**config.mk**
```make
export PLATFORM = sky130hd
export DESIGN_NAME = rr_arbiter3
export DESIGN_NICKNAME = d
export VERILOG_FILES = /design/src/rtl/rr_arbiter3_pkg.sv /design/src/rtl/rr_pick3.sv /design/src/rtl/rr_arbiter3.sv
export SDC_FILE = /design/constraint.sdc
export NUM_CORES = 1
export LEC_CHECK = 0
export CAP_MARGIN = 15
export CORE_UTILIZATION = 50
export CTS_CLUSTER_SIZE = 28
export DETAILED_ROUTE_END_ITERATION = 10
export DONT_BUFFER_PORTS = 1
export SETUP_SLACK_MARGIN = 0.3
export SYNTH_ARGS = -nofsm -noshare
export SYNTH_HDL_FRONTEND = slang
export SYNTH_SLANG_ARGS = --single-unit
```
**constraint.sdc**
```tcl
create_clock -name clk -period 2.3 [get_ports clk]
set_clock_uncertainty 0.2 [all_clocks]
set_input_delay 0.46 -clock clk [delete_from_list [all_inputs] [get_ports clk]]
set_output_delay 0.46 -clock clk [all_outputs]
set_load 0.02 [all_outputs]
```
**src/rtl/rr_arbiter3_pkg.sv**
```systemverilog
// Shared constants, state encoding and the modulo-3 pointer helper for the
// three-way round-robin arbiter.
package rr_arbiter3_pkg;

    localparam int ID_W = 2;
    localparam logic [2:0] NO_GRANT = 3'b000;

    typedef enum logic [1:0] {
        ST_IDLE    = 2'd0,
        ST_GRANT   = 2'd1,
        ST_BACKOFF = 2'd2
    } state_t;

    // (base + step) mod 3; inputs may be up to 3 so two folds may be needed.
    function automatic logic [ID_W-1:0] rr_wrap(input logic [ID_W-1:0] base,
                                                input logic [ID_W-1:0] step);
        logic [ID_W:0] sum;
        sum = {1'b0, base} + {1'b0, step};
        if (sum >= 3'd6) begin
            sum = sum - 3'd6;
        end else if (sum >= 3'd3) begin
            sum = sum - 3'd3;
        end
        return sum[ID_W-1:0];
    endfunction

endpackage

```
**src/rtl/rr_pick3.sv**
```systemverilog
// Combinational round-robin picker: first eligible requester after 'last',
// wrapping modulo 3. 'mask' removes requesters from consideration.
module rr_pick3
    import rr_arbiter3_pkg::*;
(
    input  logic [2:0]      req,
    input  logic [ID_W-1:0] last,
    input  logic [2:0]      mask,
    output logic            any,
    output logic [ID_W-1:0] winner,
    output logic [2:0]      onehot
);

    logic [2:0]      elig;
    logic [2:0]      cand_hit;
    logic [ID_W-1:0] cand_id [3];

    assign elig = req & mask;
    assign any  = |elig;

    // cand_id[0] is highest priority: the master right after the last owner.
    for (genvar gi = 0; gi < 3; gi++) begin : g_order
        assign cand_id[gi]  = rr_wrap(last, ID_W'(gi + 1));
        assign cand_hit[gi] = elig[cand_id[gi]];
    end

    always_comb begin
        winner = cand_id[2];
        if (cand_hit[0]) begin
            winner = cand_id[0];
        end else if (cand_hit[1]) begin
            winner = cand_id[1];
        end
    end

    for (genvar gi = 0; gi < 3; gi++) begin : g_decode
        assign onehot[gi] = any & (winner == ID_W'(gi));
    end

endmodule

```
**src/rtl/rr_arbiter3.sv**
```systemverilog
// Three-requester round-robin arbiter with registered one-hot grant and an
// optional hold-time limit that revokes long tenures.
module rr_arbiter3
    import rr_arbiter3_pkg::*;
#(
    parameter int MAX_HOLD = 16,
    parameter int CNT_W    = 5
) (
    input  logic            clk,
    input  logic            reset,
    input  logic [2:0]      req,
    output logic [2:0]      gnt,
    output logic [ID_W-1:0] gnt_id,
    output logic            busy,
    output logic            timeout
);

    state_t          state_reg;
    logic [2:0]      gnt_reg;
    logic [ID_W-1:0] gnt_id_reg;
    logic            busy_reg;
    logic            timeout_reg;
    logic [CNT_W-1:0] cnt_reg;
    logic [ID_W-1:0] last_reg;

    logic            pick_any;
    logic [ID_W-1:0] pick_winner;
    logic [2:0]      pick_onehot;
    logic [2:0]      pick_mask;
    logic            owner_req;
    logic            hold_hit;

    // While granted, last_reg equals the owner, and the owner is excluded so
    // the same picker serves release handoff and timeout revocation alike.
    assign pick_mask = (state_reg == ST_GRANT) ? ~gnt_reg : 3'b111;
    assign owner_req = |(req & gnt_reg);
    assign hold_hit  = (MAX_HOLD != 0) && (cnt_reg == CNT_W'(MAX_HOLD));

    rr_pick3 u_pick (
        .req    (req),
        .last   (last_reg),
        .mask   (pick_mask),
        .any    (pick_any),
        .winner (pick_winner),
        .onehot (pick_onehot)
    );

    always_ff @(posedge clk or posedge reset) begin
        if (reset) begin
            state_reg   <= ST_IDLE;
            gnt_reg     <= NO_GRANT;
            gnt_id_reg  <= '0;
            busy_reg    <= 1'b0;
            timeout_reg <= 1'b0;
            cnt_reg     <= '0;
            last_reg    <= ID_W'(2);
        end else begin
            timeout_reg <= 1'b0;
            if (state_reg == ST_GRANT && owner_req && !hold_hit) begin
                if (cnt_reg != {CNT_W{1'b1}}) begin
                    cnt_reg <= cnt_reg + 1'b1;
                end
            end else begin
                // A release that coincides with the hold limit stays a release.
                if (state_reg == ST_GRANT && owner_req) begin
                    timeout_reg <= 1'b1;
                end
                if (pick_any) begin
                    state_reg  <= ST_GRANT;
                    gnt_reg    <= pick_onehot;
                    gnt_id_reg <= pick_winner;
                    busy_reg   <= 1'b1;
                    cnt_reg    <= CNT_W'(1);
                    last_reg   <= pick_winner;
                end else begin
                    state_reg  <= (state_reg == ST_GRANT && owner_req) ? ST_BACKOFF : ST_IDLE;
                    gnt_reg    <= NO_GRANT;
                    gnt_id_reg <= '0;
                    busy_reg   <= 1'b0;
                    cnt_reg    <= '0;
                end
            end
        end
    end

    assign gnt     = gnt_reg;
    assign gnt_id  = gnt_id_reg;
    assign busy    = busy_reg;
    assign timeout = timeout_reg;

endmodule

```
After elaboration in Yosys (flattened, before gate mapping)
Index checks and enable logic that the tools add are counted.

Input port bits: 5. Logic and storage cells: 68. Output and inout port bits: 7. Register bits after elaboration: 16.

Bitwise operators: 7. Muxes and demuxes: 23. Reduce and logical (&&, ||, !) cells: 7. Equal/unequal tests: 6. Add/subtract/negate cells: 10. $lt $le $gt $ge: 8.

Operators with widths (number): 2-bit two-way mux (11); 2-bit subtractor, second input constant (6); 5-bit two-way mux (2); 3-bit by 2-bit greater-or-equal comparator with 1-bit output, second input constant (3); 3-bit greater-or-equal comparator, second input constant (3); 2-bit by 2-bit adder with 3-bit output, second input constant (2); 3-bit AND (2); 2-bit by 3-bit less-than comparator with 1-bit output, second input constant (2); 1-bit two-way mux (6); 3-bit two-way mux (2); 3-bit OR reduction (2); 5-bit by 1-bit adder with 5-bit output, second input constant (1); 5-bit == test, second input constant (1); 5-bit inequality test, second input constant (1); 1-bit binary-select mux with 2-bit select (2); 2-bit by 1-bit == test with 1-bit output, second input constant (2); 2-bit by 1-bit adder with 3-bit output, second input constant (1); 1-bit AND (3); 3-bit NOT (1); 2-bit == test, second input constant (1); 1-bit logical AND (2); 2-bit zero test (1); 2-bit by 1-bit inequality test with 1-bit output, second input constant (1); 2-bit AND reduction (1); 2 further kinds (2).

Longest topological paths before layout
Gate-level depths: netlist of the first run.

Depth after elaboration: 11. Gate-level depth with buffers: 8.

Hierarchy
Synthesis of the first run repeated with hierarchy kept, for this count alone.

Cells, all modules: 98. Area, all modules: 991.0 µm².

Modules (own cells, without submodules): rr_arbiter3 (area an instance 718.2 µm², cells each 61, instances 1); rr_pick3 (area an instance 272.8 µm², cells each 37, instances 1).

Worst setup path before layout of the first run
Ideal clock, no wire load.

Path type: flip-flop to flip-flop. Start point: register cnt_reg[0]. End point: register gnt_reg[2], in the netlist gnt[2]. Path buffers: 1. Stages on the path, launching flop included: 9. Path slack: 0.433 ns. Setup time: 0.121 ns. Arrival time: 1.546 ns. Cell sequence: dfrtp_1 > inv_1 > ha_1 > nor4bb_1 > or3_1 > buf_4 > nand2b_2 > nor2_2 > a22o_1.

Cells in the longest elaborated chain, start to end: 3.

Ends and longest elaborated chain: from (decl) (line rr_arbiter3.sv:23) `logic [CNT_W-1:0] cnt_reg;`; from (signal assigned) (line rr_arbiter3.sv:61) `cnt_reg <= cnt_reg + 1'b1;`; 5-bit == test (line rr_arbiter3.sv:37) `assign hold_hit = (MAX_HOLD != 0) && (cnt_reg == CNT_W'(MAX_HOLD));`; 1-bit zero test (line rr_arbiter3.sv:59) `if (state_reg == ST_GRANT && owner_req && !hold_hit) begin`; 1-bit logical AND (line rr_arbiter3.sv:59); to (signal assigned) (line rr_arbiter3.sv:70) `gnt_reg <= pick_onehot;`; to (decl) (line rr_arbiter3.sv:19) `logic [2:0] gnt_reg;`.

No other way between the ends. A chain may end at the register's enable or synchronous reset.

Final worst setup path of the first run
Same ends and word-level chain as after synthesis.

==> flow_metrics.env, run 1 <==
export IMPL_antenna_found_initial=0
export IMPL_clockBufferDepth=2
export IMPL_wl_microns=1510
export IMPL_antenna_cells=0
export IMPL_clock_root_buffer="clkbuf_4"
export IMPL_initial_core_util_pct=53.9
export IMPL_grt_usage_pct=19.5
export IMPL_grt_pass1_wl_microns=2640
export IMPL_critPathMaxFanout=4
export IMPL_htreeDepth=1
export IMPL_avgSynthCellArea_sq_um=10.1
export IMPL_synth_top_family_by_area="simple AND/OR/NAND/NOR gates"
export IMPL_finalSetupViolCount=0
export IMPL_clk_pin_slew_ps=90
export IMPL_tns_ps=0
export IMPL_dp_slack_ps=277
export IMPL_worstHoldPathType="in -> reg"
export IMPL_finalCritPeriodShare_pct=84.9
export IMPL_clk_latency_ps=270
export IMPL_io_buffers=0
export IMPL_cts_buffers=3
export IMPL_largest_register_ffs=5
export IMPL_core_area_sq_um=1520
export IMPL_ys_warn_count=0
export IMPL_cts_tree="built"
export IMPL_gp_congestion=0.801
export IMPL_syn_to_final_growth_pct=13.9
export IMPL_worst_setup_path_type="reg -> reg"
export IMPL_p_leak_nw=0.443
export IMPL_synth_main_ff_cell="dfrtp_1"
export IMPL_dp_hpwl_microns=1110
export IMPL_status="finished, final reports clean"
export IMPL_start_kind="register"
export IMPL_async_flop_share_pct=100
export IMPL_fin_util_pct=61.3
export IMPL_finalInstanceArea_sq_um=935
export IMPL_place_area_sq_um=856
export IMPL_die_w_microns=42.5
export IMPL_finalHoldViolCount=0
export IMPL_fin_ws_ps=347
export IMPL_drt_iter0_markers=16
export IMPL_place_inst=99
export IMPL_fp_dieH_microns=42.5
export IMPL_ir_worst_vdd_mv=0.637
export IMPL_ys_types=31
export IMPL_synthAdderAreaFrac_pct=8.84
export IMPL_final_nets=101
export IMPL_design_power_total_mw=1.12
export IMPL_finalMaxSlewViolations=0
export IMPL_antenna_left=0
export IMPL_syn_area_sq_um=821
export IMPL_cts_sinks=15
export IMPL_synth_edff_count=0
export IMPL_gr_total_overflow=0
export IMPL_cp_required_ps=2270
export IMPL_grt_pass1_vias=625
export IMPL_drive_gt1_share_pct=20.0
export IMPL_syn_inst=81
export IMPL_dieArea_sq_um=1810
export IMPL_timing_worst_slew_pin_value_ps=560
export IMPL_max_freq_ghz=0.512
export IMPL_synth_simple_area_share_pct=21.2
export IMPL_rr_worst_depth=7
export IMPL_synth_net_count=91
export IMPL_rsz0062_at_grt="yes"
export IMPL_viasPerCell=5.90
export IMPL_synth_xor_area_share_pct=3.20
export IMPL_grt_max_degree=16
export IMPL_min_delay_path_depth=3
export IMPL_synth_compound_area_share_pct=14.8
export IMPL_yosysSeqAreaShare_pct=45.9
export IMPL_vias=625
export IMPL_drv_cap=0
export IMPL_routedWlPerCell_microns=14.3
export IMPL_rows=14
export IMPL_dr_pass1_iters=4
export IMPL_whs_ps=308
export IMPL_synthMuxAreaShare_pct=2.44
export IMPL_min_period_ps=1950
export IMPL_power_density_nw_per_um2=1190
export IMPL_instances_no_fill=106
export IMPL_slew_headroom_pct=62.6
export IMPL_io_pins=12
export IMPL_crit_path_end_kind="register"
export IMPL_drcViolationCount=0
export IMPL_arrival_ps=1920
export IMPL_ys_ff_latch=15
timing repair:
item,4_1_cts,5_1_grt
buffers inserted,0,2
gates resized for setup,1,6
hold buffers,1,0
setup endpoints to repair,4,7
endpoints found under the hold margin,14,0
pin swaps,1,2
Yosys cell counts, types with 2 or more instances:
cell type	number	area [sq um]
dfrtp_1	14	350
nand2_1	8	30.0
inv_1	6	22.5
nor2_1	6	22.5
ha_1	5	62.6
o21ai_0	5	25.0
a21o_1	3	22.5
and2_1	3	18.8
nand3b_1	3	22.5
a222oi_1	2	20.0
and3_1	2	12.5
mux2i_1	2	20.0
nand3_1	2	10.0
o221ai_1	2	17.5
xor2_1	2	17.5
power by group:
group	internal (mW)	switching [mW]	leakage, nW
logic	0.241	0.275	0.239
registers	0.344	0.109	0.189
clock network	0.0671	0.0799	0.0150
total	0.653	0.464	0.443
placed cells by master, fill, tap and decap left out, types with 2 or more instances in the layout:
cell / n
a21o_1: 3
a222oi_1: 2
and2_1: 3
and3_1: 2
buf_4: 5
clkbuf_4: 3
dfrtp_1: 12
dfrtp_2: 2
ha_1: 4
inv_1: 6
mux2i_1: 2
nand2_1: 8
nand3_1: 2
nand3b_1: 3
nor2_1: 6
o21ai_0: 5
xor2_1: 2
metal layers:
layer / up-vias / share of wire, % / wire length, microns / global-route usage (%)
li1: 306 / - / - / -
met1: 296 / 50 / 753 / 26.6
met2: 21 / 43 / 653 / 28.9
met3: 2 / 6.5 / 98 / 6.03
met4: 0 / 0.59 / 9 / 7.50
met5: - / 0 / 0 / 0
final timing paths:
| kind | start | end | slack (ps) |
|---|---|---|---|
| max | cnt_reg[0]$_DFFE_PP0P_ | gnt[2]$_DFFE_PP0N_ | 350 |
| min | req[1] | state_reg[0]$_DFFE_PP0N_ | 310 |
| max reg2reg | cnt_reg[0]$_DFFE_PP0P_ | gnt[2]$_DFFE_PP0N_ | 350 |
| min reg2reg | last_reg[0]$_DFFE_PP0P_ | last_reg[0]$_DFFE_PP0P_ | 320 |
| max in group asynchronous | reset | gnt[2]$_DFFE_PP0N_ | 1030 |
| min in group asynchronous | reset | cnt_reg[1]$_DFFE_PP0P_ | 470 |
final cells by class:
type | count | area, sq um
multi-input cells | 59 | 439
inverters | 6 | 22.5
repair buffers | 6 | 47.5
clock buffers | 4 | 26.3
flip-flops and latches | 15 | 379
well taps | 16 | 20.0
fillers | 131 | 589
worst max-delay path, cell delays in order (launching register included):
cell      delay [ps]
dfrtp_1          430
inv_1             60
ha_1             190
nor4bb_2         190
or3_1            410
nand2b_4         120
nor2_2            60
a22o_1           180
kinds of logic (layout without fill, tap and decap cells):
| logic type | after synthesis | in the layout |
|---|---|---|
| compound gates | 16 | 16 |
| xor+xnor | 3 | 3 |
| fa+ha+maj | 6 | 6 |
| buf+inv | 7 | 16 |
| flops | 15 | 15 |
| mux | 2 | 2 |
| simple gates | 32 | 32 |
Note: power is estimated with default switching activity, not from simulation.
==> inputs of run 2 (changes only) <==
Settings changed: ABC_AREA set to 1, PLACE_DENSITY set to 0.68.
Clock period 2.3 ns to 1.6 ns, I/O delays scaled along.
==> run 2 against run 1 <==
Global-route usage grew 6.4 points. Setup slack worse by 470 ps. Via count rose by 45%. Critical path type unchanged. Largest cell class unchanged. The run now ends with negative setup slack left. Sequential power up 51%.
==> flow_metrics.env, run 2 <==
export IMPL_rsz0062_at_grt="yes"
export IMPL_initial_core_util_pct=53.8
export IMPL_min_delay_path_depth=3
export IMPL_hold_path_startpoint="req[2]"
export IMPL_cp_required_ps=1590
export IMPL_synthDominantCellAreaShare_pct=37.3
export IMPL_r2r_slack_ps=-120
export IMPL_status="finished, violations left"
export IMPL_rows=15
export IMPL_dp_slack_ps=-85.1
export IMPL_yosysTopAreaCell="dfrtp_1"
export IMPL_p_leak_nw=0.688
export IMPL_dr_pass1_iters=4
export IMPL_grt_pass1_wl_microns=3690
export IMPL_fp_dieH_microns=45.4
export IMPL_cts_buffers=3
export IMPL_finalSetupViolCount=11
export IMPL_final_common_cell="nand2_1"
export IMPL_htreeDepth=1
export IMPL_synth_xor_area_share_pct=1.86
export IMPL_cts_sinks=15
export IMPL_drcViolationCount=0
export IMPL_dieArea_sq_um=2060
export IMPL_min_period_ps=1720
export IMPL_fillCellCount=89
export IMPL_cts_tree="built"
export IMPL_fin_ws_ps=-122
export IMPL_start_kind="register"
export IMPL_grt_usage_pct=25.9
export IMPL_clk_latency_ps=310
export IMPL_yosysSeqAreaShare_pct=40.1
export IMPL_yosys_top_cells_count="nand2_1, dfrtp_1, inv_1, nand3_2"
export IMPL_synth_top_family_by_area="simple AND/OR/NAND/NOR gates"
export IMPL_routedWlPerCell_microns=17.3
export IMPL_synthMuxAreaShare_pct=0
export IMPL_ys_ff_latch=15
export IMPL_async_flop_share_pct=100
export IMPL_fin_util_pct=84.9
export IMPL_r2r_start="last_reg[1]$_DFFE_PP1P_"
export IMPL_slew_headroom_pct=60.8
export IMPL_ys_warn_count=0
export IMPL_final_nets=156
export IMPL_worst_r2r_endpoint="gnt[2]$_DFFE_PP0N_"
export IMPL_grt_pass1_vias=875
export IMPL_syn_to_final_growth_pct=57.8
export IMPL_worst_setup_path_type="reg -> reg"
export IMPL_syn_inst=112
export IMPL_drive_gt1_share_pct=62.8
export IMPL_core_area_sq_um=1750
export IMPL_final_cell_mix="nand2_1, buf_4, buf_6"
export IMPL_io_pins=12
export IMPL_antenna_cells=0
export IMPL_timing_worst_slew_pin_value_ps=587
export IMPL_tns_ps=-765
export IMPL_finalMaxSlewViolations=0
export IMPL_viasPerCell=5.35
export IMPL_io_buffers=0
export IMPL_antenna_found_initial=0
export IMPL_largest_register_ffs=5
export IMPL_synth_edff_count=0
export IMPL_max_freq_ghz=0.581
export IMPL_violations="negative setup slack"
export IMPL_syn_area_sq_um=940
export IMPL_finalCritPeriodShare_pct=108
export IMPL_grt_max_degree=16
export IMPL_gp_congestion=0.848
export IMPL_dp_hpwl_microns=1430
export IMPL_clock_root_buffer="clkbuf_4"
export IMPL_synthAdderAreaFrac_pct=6.66
export IMPL_arrival_ps=1710
export IMPL_critPathMaxFanout=5
export IMPL_drt_iter0_markers=33
export IMPL_clockBufferDepth=2
export IMPL_power_density_nw_per_um2=2100
export IMPL_ys_types=23
export IMPL_instances_no_fill=170
export IMPL_antenna_left=0
export IMPL_worstHoldPathType="in -> reg"
export IMPL_finalHoldViolCount=0
export IMPL_wl_microns=2940
export IMPL_synth_main_ff_cell="dfrtp_1"
export IMPL_ir_worst_vdd_mv=1.63
export IMPL_ys_top_cells_by_area="dfrtp_1, nand2_1, nand3_2"
export IMPL_crit_path_end_kind="register"
export IMPL_rr_worst_depth=9
export IMPL_synth_simple_area_share_pct=38.9
export IMPL_avgSynthCellArea_sq_um=8.39
export IMPL_drv_cap=0
export IMPL_place_inst=149
export IMPL_die_w_microns=45.4
export IMPL_synth_net_count=122
export IMPL_clk_pin_slew_ps=110
export IMPL_synth_compound_area_share_pct=5.86
export IMPL_vias=909
export IMPL_gr_total_overflow=0
export IMPL_yosys_cell_count_top_type="nand2_1"
export IMPL_hold_end="state_reg[1]$_DFFE_PP0N_"
-- run 2: changes by cell type in the layout (fill, tap and decap cells not counted), sizes merged, moves of 3 or more --
| cell | change |
|---|---|
| inv | +10 |
| a21o | -3 |
| a21oi | +3 |
| nand3 | +14 |
| and2 | -3 |
| buf | +23 |
| nand4 | +3 |
| nand2 | +29 |
| nand3b | -3 |
-- run 2: logic make-up (layout without fill, tap and decap cells) --
logic type / after synthesis / in the layout
flops: 15 / 15
buf+inv: 16 / 49
xor+xnor: 2 / 2
simple gates: 65 / 65
compound gates: 9 / 9
fa+ha+maj: 5 / 5
-- run 2: layout make-up --
cell class / count / area, sq um / area share, %
clock inverter: 1 / 5.00 / 0.338
timing repair buffer: 29 / 258 / 17.4
inverter: 16 / 70.1 / 4.73
sequential: 15 / 383 / 25.8
tap: 25 / 31.3 / 2.11
clock buffer: 3 / 22.5 / 1.52
multi-input combinational: 81 / 713 / 48.1
-- run 2: through the flow --
step	total power [mW]	cell area (sq um)	hold slack, ps
global placement	2.10	1110	83.3
CTS	2.64	1340	35.5
finish	3.12	1480	21.9
floorplan	1.73	992	20.6
global route	3.31	1480	9.63
detailed placement	2.13	1110	91.6
-- run 2: timing repair --
| item | in CTS | in global routing |
|---|---|---|
| gates resized for setup | 27 | 23 |
| pin swaps | 10 | 7 |
| buffers inserted | 10 | 6 |
| cloned | 0 | 0 |
| endpoints found under the setup margin | 18 | 20 |
| hold buffers | 1 | 0 |
| hold endpoints to repair | 14 | 0 |
-- run 2: routing by layer --
metal	vias to the layer above	wire length (microns)	global-route usage, %	part of all wire [%]
met5	-	0	0	0
met4	0	62	10.3	2.1
met3	6	180	7.20	6.1
met2	45	1470	43.8	50
met1	429	1220	30.9	42
li1	429	-	-	-
-- run 2: worst max path at each step --
stage / from / to / slack (ps) / depth (start not counted)
final: last_reg[1]$_DFFE_PP1P_ / gnt[2]$_DFFE_PP0N_ / -120 / 9
after global routing: last_reg[0]$_DFFE_PP0P_ / gnt[2]$_DFFE_PP0N_ / -170 / 10
after CTS: last_reg[1]$_DFFE_PP1P_ / gnt[2]$_DFFE_PP0N_ / -70 / 10
after detailed placement: last_reg[1]$_DFFE_PP1P_ / last_reg[0]$_DFFE_PP0P_ / -90 / 7
after global placement: last_reg[1]$_DFFE_PP1P_ / gnt[2]$_DFFE_PP0N_ / -60 / 10
after floorplan: cnt_reg[1]$_DFFE_PP0P_ / cnt_reg[3]$_DFFE_PP0P_ / 20 / 7
-- run 2: critical path: stages, from the launching register on --
cell	delay, ps
dfstp_2	560
ha_4	220
inv_4	90
nand4_1	140
inv_1	100
a21oi_2	40
nand2_2	90
nand2_4	70
nand2_1	60
nand2_1	40
-- run 2: where the power goes --
part / internal (mW) / leakage [nW] / switching [mW]
sequential: 0.522 / 0.186 / 0.165
clock: 0.0935 / 0.0177 / 0.146
combinational: 0.968 / 0.485 / 1.22
total: 1.58 / 0.688 / 1.53
